===== src/rtl/seg_disp_pkg.sv =====
// Shared constants and types for the 7-segment display blocks.
package seg_disp_pkg;

  localparam int unsigned NUM_DIGITS = 4;
  localparam int unsigned NIB_W      = 4;
  localparam int unsigned SEG_W      = 8;

  localparam logic [SEG_W-1:0]      SEG_OFF = 8'h00;
  localparam logic [NUM_DIGITS-1:0] DIG_OFF = 4'b1111;

  // Hex nibble to segments g..a, active-high.
  localparam logic [6:0] HEX7_TABLE [16] = '{
    7'h3F, 7'h06, 7'h5B, 7'h4F, 7'h66, 7'h6D, 7'h7D, 7'h07,
    7'h7F, 7'h6F, 7'h77, 7'h7C, 7'h39, 7'h5E, 7'h79, 7'h71
  };

  typedef enum logic {
    PH_ON    = 1'b0,
    PH_BLANK = 1'b1
  } phase_e;

endpackage


===== src/rtl/seg_hex_decoder.sv =====
// Combinational hex nibble to 7-segment (g..a) decoder.
module seg_hex_decoder
  import seg_disp_pkg::*;
(
  input  logic [NIB_W-1:0] nib,
  output logic [6:0]       seg7
);

  assign seg7 = HEX7_TABLE[nib];

endmodule


===== src/rtl/seg_disp_arbiter.sv =====
// Two-requester round-robin arbiter feeding a tear-free 4-digit scanned display.
// Optional: define LEAD_ZERO_BLANK_EN to blank leading zero digits 3..1.
module seg_disp_arbiter
  import seg_disp_pkg::*;
#(
  parameter int unsigned SCAN_DIV  = 125000,
  parameter int unsigned BLANK_CYC = 1250,
  parameter int unsigned CNT_W     = 17
) (
  input  logic                  clk,
  input  logic                  rst_n,
  input  logic [1:0]            req_valid,
  input  logic [31:0]           req_data,
  output logic [1:0]            req_ready,
  output logic [SEG_W-1:0]      seg,
  output logic [NUM_DIGITS-1:0] dig,
  output logic                  owner,
  output logic                  frame_tick
);

  localparam int unsigned IDX_W  = $clog2(NUM_DIGITS);
  localparam int unsigned DATA_W = NIB_W * NUM_DIGITS;

  localparam logic [CNT_W-1:0] ON_LAST    = CNT_W'(SCAN_DIV - 1);
  localparam logic [CNT_W-1:0] BLANK_LAST = (BLANK_CYC == 0) ? '0 : CNT_W'(BLANK_CYC - 1);
  localparam logic [IDX_W-1:0] LAST_IDX   = IDX_W'(NUM_DIGITS - 1);
  // Last cycle of a digit slot is in BLANK unless blanking is disabled.
  localparam phase_e           LAST_PH    = (BLANK_CYC == 0) ? PH_ON : PH_BLANK;
  localparam logic [CNT_W-1:0] LAST_CNT   = (BLANK_CYC == 0) ? ON_LAST : BLANK_LAST;

  logic [IDX_W-1:0]  idx_q, idx_nxt;
  phase_e            phase_q, phase_nxt;
  logic [CNT_W-1:0]  cnt_q, cnt_nxt;
  logic              tick_nxt;
  logic [DATA_W-1:0] disp_q, disp_nxt;
  logic              owner_nxt;
  logic [DATA_W-1:0] pend_buf_q, pend_buf_nxt;
  logic              pend_src_q, pend_src_nxt;
  logic              pend_full_q, pend_full_nxt;
  logic              rr_q, rr_nxt;

  logic              grant_a, grant_b;
  logic [1:0]        acc;
  logic [NIB_W-1:0]  nib;
  logic [6:0]        seg7;
  logic              lz_blank;

  // Round-robin grant; ready is withheld while the pending slot is occupied.
  assign grant_a   = req_valid[0] && (!req_valid[1] || !rr_q);
  assign grant_b   = req_valid[1] && (!req_valid[0] ||  rr_q);
  assign req_ready = {grant_b, grant_a} & {2{!pend_full_q}};
  assign acc       = req_valid & req_ready;

  always_ff @(posedge clk or negedge rst_n) begin
    if (!rst_n) begin
      idx_q       <= '0;
      phase_q     <= PH_ON;
      cnt_q       <= '0;
      frame_tick  <= 1'b0;
      disp_q      <= '0;
      owner       <= 1'b0;
      pend_buf_q  <= '0;
      pend_src_q  <= 1'b0;
      pend_full_q <= 1'b0;
      rr_q        <= 1'b0;
    end else begin
      idx_q       <= idx_nxt;
      phase_q     <= phase_nxt;
      cnt_q       <= cnt_nxt;
      frame_tick  <= tick_nxt;
      disp_q      <= disp_nxt;
      owner       <= owner_nxt;
      pend_buf_q  <= pend_buf_nxt;
      pend_src_q  <= pend_src_nxt;
      pend_full_q <= pend_full_nxt;
      rr_q        <= rr_nxt;
    end
  end

  // Scan sequencing; frame_tick is precomputed so it is high during the frame's last cycle.
  always_comb begin
    idx_nxt   = idx_q;
    phase_nxt = phase_q;
    cnt_nxt   = cnt_q + CNT_W'(1);
    if (phase_q == PH_ON) begin
      if (cnt_q == ON_LAST) begin
        cnt_nxt = '0;
        if (BLANK_CYC != 0) phase_nxt = PH_BLANK;
        else                idx_nxt   = idx_q + IDX_W'(1);
      end
    end else if (cnt_q == BLANK_LAST) begin
      cnt_nxt   = '0;
      phase_nxt = PH_ON;
      idx_nxt   = idx_q + IDX_W'(1);
    end
    tick_nxt = (idx_nxt == LAST_IDX) && (phase_nxt == LAST_PH) && (cnt_nxt == LAST_CNT);
  end

  // Pending buffer: accept when empty, commit to the display only at the frame boundary.
  always_comb begin
    disp_nxt      = disp_q;
    owner_nxt     = owner;
    pend_buf_nxt  = pend_buf_q;
    pend_src_nxt  = pend_src_q;
    pend_full_nxt = pend_full_q;
    rr_nxt        = rr_q;
    if (frame_tick && pend_full_q) begin
      disp_nxt      = pend_buf_q;
      owner_nxt     = pend_src_q;
      pend_full_nxt = 1'b0;
    end
    if (acc != 2'b00) begin
      pend_buf_nxt  = acc[1] ? req_data[31:16] : req_data[15:0];
      pend_src_nxt  = acc[1];
      pend_full_nxt = 1'b1;
      rr_nxt        = !acc[1];
    end
  end

  assign nib = NIB_W'(disp_q >> {idx_q, 2'b00});

`ifdef LEAD_ZERO_BLANK_EN
  assign lz_blank = (idx_q != '0) && ((disp_q >> {idx_q, 2'b00}) == '0);
`else
  assign lz_blank = 1'b0;
`endif

  seg_hex_decoder u_hex (
    .nib  (nib),
    .seg7 (seg7)
  );

  always_comb begin
    dig = DIG_OFF;
    seg = SEG_OFF;
    if (phase_q == PH_ON) begin
      dig      = ~(NUM_DIGITS'(1) << idx_q);
      seg[6:0] = lz_blank ? 7'h00 : seg7;
      seg[7]   = (idx_q == LAST_IDX) && owner;
    end
  end

endmodule


===== config.mk =====
export PLATFORM = sky130hd
export DESIGN_NAME = seg_disp_arbiter
export DESIGN_NICKNAME = d
export VERILOG_FILES = /design/src/rtl/seg_disp_pkg.sv /design/src/rtl/seg_hex_decoder.sv /design/src/rtl/seg_disp_arbiter.sv
export SDC_FILE = /design/constraint.sdc
export NUM_CORES = 1
export LEC_CHECK = 0
export ABC_AREA = 1
export BUFFER_PORTS_ARGS = -buffer_cell sky130_fd_sc_hd__buf_2
export CAP_MARGIN = 5
export CORE_UTILIZATION = 51
export DETAILED_ROUTE_END_ITERATION = 10
export PLACE_DENSITY = 0.74
export REMOVE_ABC_BUFFERS = 1
export SYNTH_ARGS = -nofsm -noshare
export SYNTH_HDL_FRONTEND = slang
export SYNTH_HIERARCHICAL = 1
export SYNTH_SLANG_ARGS = --single-unit

===== constraint.sdc =====
create_clock -name clk -period 2.31 [get_ports clk]
set_clock_uncertainty 0.05 [all_clocks]
set_input_delay 0.462 -clock clk [delete_from_list [all_inputs] [get_ports clk]]
set_output_delay 0.462 -clock clk [all_outputs]
set_load 0.01 [all_outputs]

==> Word level (Yosys, flattened, before mapping) <==
Memories as Yosys holds them, arrays and structs flattened.
Cells that the tools add are included.
{ "totals": {"reg_bits": 57, "rom_bits": 112, "in_bits": 36, "output_inout_bits": 16, "elab_cells": 55, "memories": 1} }
{ "memory_table": {"columns": ["memory", "depth", "word_bits", "rd", "rd_clocked_by_memory_dff", "wr", "line_no", "source"], "rows": [
  ["(name not given)", 16, 7, 1, 0, 0, "seg_hex_decoder.sv:9", "assign seg7 = HEX7_TABLE[nib];"]
]} }
{ "classes": {"n_addsub": 2, "magnitude_cmp": 1, "eq_ne": 5, "n_shift": 2, "muxes": 15, "bitwise_logic": 4, "n_reduce_logical": 15} }
{ "ops": {"columns": ["operator", "count"], "rows": [
  ["17-bit two-way mux", 3],
  ["17-bit by 11-bit equality test with 1-bit output, second input constant", 2],
  ["17-bit by 1-bit adder with 17-bit output, second input constant", 1],
  ["17-bit equality test, second input constant", 1],
  ["16-bit two-way mux", 1],
  ["16-bit by 4-bit right shift with 4-bit output", 1],
  ["7-bit two-way mux", 2],
  ["8-bit two-way mux", 1],
  ["1-bit logical AND", 6],
  ["5-bit greater-or-equal comparator, second input constant", 1],
  ["1-bit logical NOT", 5],
  ["1-bit two-way mux", 5],
  ["4-bit inverter with 5-bit output", 1],
  ["2-bit AND", 2],
  ["2-bit equality test, second input constant", 2],
  ["2-bit two-way mux", 2],
  ["4-bit two-way mux", 1],
  ["4-bit inverter", 1],
  ["2-bit nonzero test", 2],
  ["1-bit by 2-bit left shift with 4-bit output, first input constant", 1],
  ["2-bit by 1-bit adder with 2-bit output, second input constant", 1],
  ["1-bit logical OR", 2]
]} }

==> Depth between registers and ports, before layout <==
{ "depth": {"ltp_word": 7, "depth_mapped": 13, "ltp_nobuf": 13} }

==> Modules after synthesis <==
The synthesis kept the hierarchy.
{ "by_module_without_submodules": {"columns": ["mod", "n_inst", "cells_per_inst", "area_each_um2", "seq_area_each_um2"], "rows": [
  ["seg_disp_arbiter", 1, 393, 3022.9, 1426.4],
  ["seg_hex_decoder", 1, 52, 270.3, 0.0]
]} }

==> Worst setup path after synthesis <==
OpenSTA, ideal clock, no wires.
{ "synth_timing": {"path_kind": "register -> output", "startpoint": "register idx_q[0]", "endpoint": "output port seg[3]", "arrival_time_ns": 1.924, "t_required_ns": 1.798, "setup_slack_ns": -0.126, "path_stages_with_launch": 13, "path_buffers": 1, "cell_sequence": "dfrtp_1 -> clkbuf_1 -> clkinv_1 -> nor2_1 -> o22ai_1 -> inv_1 -> ha_1 -> nand2_1 -> o21ai_0 -> nand2_1 -> nand2_1 -> inv_1 -> nor2_1"} }
{ "synth_via": {"elab_chain_len": 6} }
{ "synth_rtl": {"columns": ["item", "line_no", "source"], "rows": [
  ["from (decl)", "seg_disp_arbiter.sv:31", "logic [IDX_W-1:0] idx_q, idx_nxt;"],
  ["from (signal assigned)", "seg_disp_arbiter.sv:67", "idx_q <= idx_nxt;"],
  ["16-bit by 4-bit right shift with 4-bit output", "seg_disp_arbiter.sv:120", "assign nib = NIB_W'(disp_q >> {idx_q, 2'b00});"],
  ["named net nib[1]", "seg_disp_arbiter.sv:44", "logic [NIB_W-1:0] nib;"],
  ["4-bit inverter with 5-bit output (not written as such)", "seg_hex_decoder.sv:9", null],
  ["memory read 16 x 7 bit", null, null],
  ["7-bit two-way mux (not written as such) (2 in a row)", "seg_hex_decoder.sv:9", null],
  ["named net seg7[3]", "seg_disp_arbiter.sv:45", "logic [6:0] seg7;"],
  ["8-bit two-way mux", "seg_disp_arbiter.sv:136", "if (phase_q == PH_ON) begin"],
  ["to (decl)", "seg_disp_arbiter.sv:15", "output logic [SEG_W-1:0] seg,"]
]} }
The timed path passes the listed nets, and every way through them passes these cells. The select of a mux whose other input is x is not followed.

==> Final worst setup path <==
Same ends and word-level chain as after synthesis.

==> flow_metrics.tcl <==
set metrics [dict create \
    status "finished, violations left" \
    violations "negative setup slack" \
    vias 3025 \
    p_clk_share_pct 47.1 \
    dp_hpwl_um 5419 \
    ir_drop_mv 0.3709 \
    crit_arrival_ns 2.01 \
    start_util_pct 54.34 \
    path_class "register to primary output" \
    cts.sinks 57 \
    drv_slew 0 \
    synthesis.area_um2 3293 \
    grt_antenna_before_repair 0 \
    die_w_um 82.36 \
    ys_seq_area_share_pct 43.31 \
    gp_congestion 0.9276 \
    postSynthCellCount 445 \
    min_path_type "primary input to asynchronous set/reset pin" \
    synth_seq_cells 57 \
    rsz0062_at_grt "yes" \
    grt_overflow 0 \
    synthMuxAreaShare_pct 0.6839 \
    num_rows 28 \
    via_per_inst 5.110 \
    drcViolationCount 0 \
    post-route-worst-setup-slack_ns -0.2104 \
    routed_wl_um 7543 \
    final_antenna_net_count 0 \
    crit_path_end_kind "primary output" \
    cts_tree "yes" \
    grt_pass1_wl_um 12830 \
    p_switching_mw 0.4153 \
    nNetsFinal 562 \
    grtUsageTotal_pct 25.38 \
    pre_cts_slack_ns 0.03973 \
    avgSynthCellArea_um2 7.400 \
    post-route-period-util_pct 109.1 \
    synth_compound_area_share_pct 10.56 \
    p_seq_share_pct 49.3 \
    tightest_slew_ns 0.7037 \
    synth-simple-area-share_pct 28.61 \
    fill_cells 534 \
    port_buffers 51 \
    syn2layout_area_growth_pct 23.86 \
    die-area_um2 6782 \
    dieHeight_um 82.36 \
    hold_violations 0 \
    sw_frac_of_total_pct 20.03 \
    cts_buffer_depth 2 \
    min_period_ns 2.520 \
    crit_path_start_kind "register" \
    max-slew-margin-rel_pct 53.09 \
    core_um2 6061 \
    power_density_nw_per_um2 508.3 \
    h-tree-depth 3 \
    internal_power_mw 1.658 \
    drt_pass1_iterations 4 \
    critPathMaxFanout 6 \
    cap_violations 0 \
    fmax_ghz 0.3968 \
    cts-root-buf "clkbuf_8" \
    path_clk_slew_ns 0.06 \
    clkLatencyLatePin_ns 0.33 \
    diodes 0 \
    drive_gt1_share_pct 24.76 \
    routed_wire_length_per_instance_um 12.74 \
    ys_warn_count 6 \
    cp_data_required_time_ns 1.80 \
    tns_ns -1.411 \
    utilization_pct 67.30 \
    ios 52 \
    p_leak_nw 2.017 \
    synth_cell_type_count 29 \
    totalPowerFinal_mw 2.073 \
    setup_viol 7 \
    cts_buffers 9 \
    first_global_vias 2786 \
    place_area_um2 3699 \
    synthAdderAreaFrac_pct 4.939 \
    grt_start_max_net_pins 58 \
    synth_top_family_by_area "simple AND/OR/NAND/NOR gates" \
    synth_xor_area_share_pct 2.888 \
    pwr-share-comb_pct 3.6 \
    drt_iter0_drc 119 \
    final_area_um2 4079 \
]
==> logic make-up (layout without fill, tap and decap cells) <==
| family | Yosys count | count (layout) |
|---|---|---|
| fa+ha+maj | 13 | 13 |
| buf+inv | 74 | 146 |
| compound gates | 63 | 63 |
| simple gates | 226 | 226 |
| flops | 57 | 57 |
| xor+xnor | 10 | 10 |
| mux | 2 | 2 |
==> final cells by class <==
| type | count | area (um2) | share of cell area (%) |
|---|---|---|---|
| multi-input combinational | 314 | 1685 | 41.32 |
| sequential | 57 | 1428 | 35.00 |
| timing repair buffer | 71 | 420.4 | 10.31 |
| inverter | 60 | 237.7 | 5.828 |
| clock buffer | 13 | 178.9 | 4.387 |
| tap | 75 | 93.84 | 2.301 |
| clock inverter | 2 | 35.03 | 0.8589 |
==> cell usage in the layout (no fill, tap or decap), types with 2 or more instances in the layout <==
master	n
xnor2_1	4
a21oi_1	11
xor2_1	5
buf_4	16
o21ai_1	3
dfrtp_1	56
nor2_4	2
nor2_1	79
o22ai_2	3
o22ai_1	12
mux2_2	2
buf_2	51
buf_6	4
o21ai_4	2
inv_2	5
nand4_1	7
o21ai_0	24
inv_1	51
nand2_2	8
o211ai_1	3
nand2_1	101
nand3_1	20
nor2_2	5
clkbuf_8	13
ha_1	10
ha_4	3
o21ai_2	3
==> sequential cells by signal, summed over array words and instances, names as in the netlist <==
register     flops
rr_q             1
idx_q            2
pend_src_q       1
pend_full_q      1
frame_tick       1
pend_buf_q      16
cnt_q           17
owner            1
phase_q          1
disp_q          16
==> critical path: stages (launching register included) <==
cell and delay (ns):
dfrtp_2 0.45, clkinv_4 0.12, o21ai_4 0.16, o22ai_2 0.10, buf_6 0.15, ha_4 0.16
inv_1 0.06, nand2_1 0.07, nand2_1 0.07, nand2_1 0.04, nand2_1 0.06, inv_1 0.03
nor2_1 0.08, buf_2 0.13
==> layer usage <==
metal,vias to the layer above,global-route usage (%),part of all wire [%]
li1,1537,-,-
met1,1395,33.17,46
met2,77,41.74,49
met3,16,3.956,3.8
met4,0,10.88,1.9
met5,-,0,0
==> Yosys cell counts <==
| cell type | number | area (um2) |
|---|---|---|
| nand2_1 | 104 | 390.4 |
| nor2_1 | 82 | 307.8 |
| dfrtp_1 | 57 | 1426 |
| inv_1 | 55 | 206.5 |
| o21ai_0 | 32 | 160.2 |
| nand3_1 | 21 | 105.1 |
| o22ai_1 | 15 | 93.84 |
| ha_1 | 13 | 162.7 |
| a21oi_1 | 11 | 55.05 |
| clkbuf_1 | 7 | 26.28 |
| nand4_1 | 7 | 43.79 |
| nand2_2 | 6 | 37.54 |
| xor2_1 | 5 | 43.79 |
| xnor2_1 | 4 | 35.03 |
| buf_2 | 3 | 15.01 |
| inv_2 | 3 | 11.26 |
| o211ai_1 | 3 | 22.52 |
| buf_4 | 2 | 15.01 |
| clkinv_1 | 2 | 7.510 |
| mux2_2 | 2 | 22.52 |
| nor2_2 | 2 | 12.51 |
| nor2_4 | 2 | 22.52 |
| a21oi_2 | 1 | 8.760 |
| buf_1 | 1 | 3.750 |
| buf_6 | 1 | 11.26 |
| nand3_4 | 1 | 17.52 |
| nor3_1 | 1 | 5.000 |
| o21bai_1 | 1 | 7.510 |
| xor2_2 | 1 | 16.27 |
==> timing repair <==
item	in CTS	in global routing
pin swaps	14	2
hold buffers	0	0
cloned	0	0
setup endpoints to repair	7	7
buffers inserted	3	0
resized for setup	29	16
==> metrics by stage <==
| stage | hold WS, ns | std cells |
|---|---|---|
| finish | 0.2047 | 592 |
| CTS | 0.2437 | 592 |
| floorplan | 0.1164 | 431 |
| global placement | 0.4193 | 574 |
| global route | 0.3043 | 592 |
| detailed placement | 0.4254 | 574 |
==> worst paths after layout <==
kind	from	end	slack, ns	cells past startpoint
max	idx_q[0]	seg[3]	-0.21	13
min	rst_n	cnt_q[15]	0.20	2
max reg2reg	cnt_q[0]	frame_tick	0.24	9
min reg2reg	pend_buf_q[12]	pend_buf_q[12]	0.43	2
max in group asynchronous	rst_n	idx_q[0]	1.48	2
min in group clk	req_data[29]	pend_buf_q[13]	0.30	3
==> power by group through the flow <==
stage	logic [mW]	clock network, mW	registers, mW
after global routing	0.0886	1.04	1.02
after floorplan	0.0212	0	1.04
after global placement	0.0749	0	1.04
after detailed placement	0.0765	0	1.04
after CTS	0.0771	0.992	1.02
final	0.0747	0.976	1.02
Power figures use the tool's default switching activity.
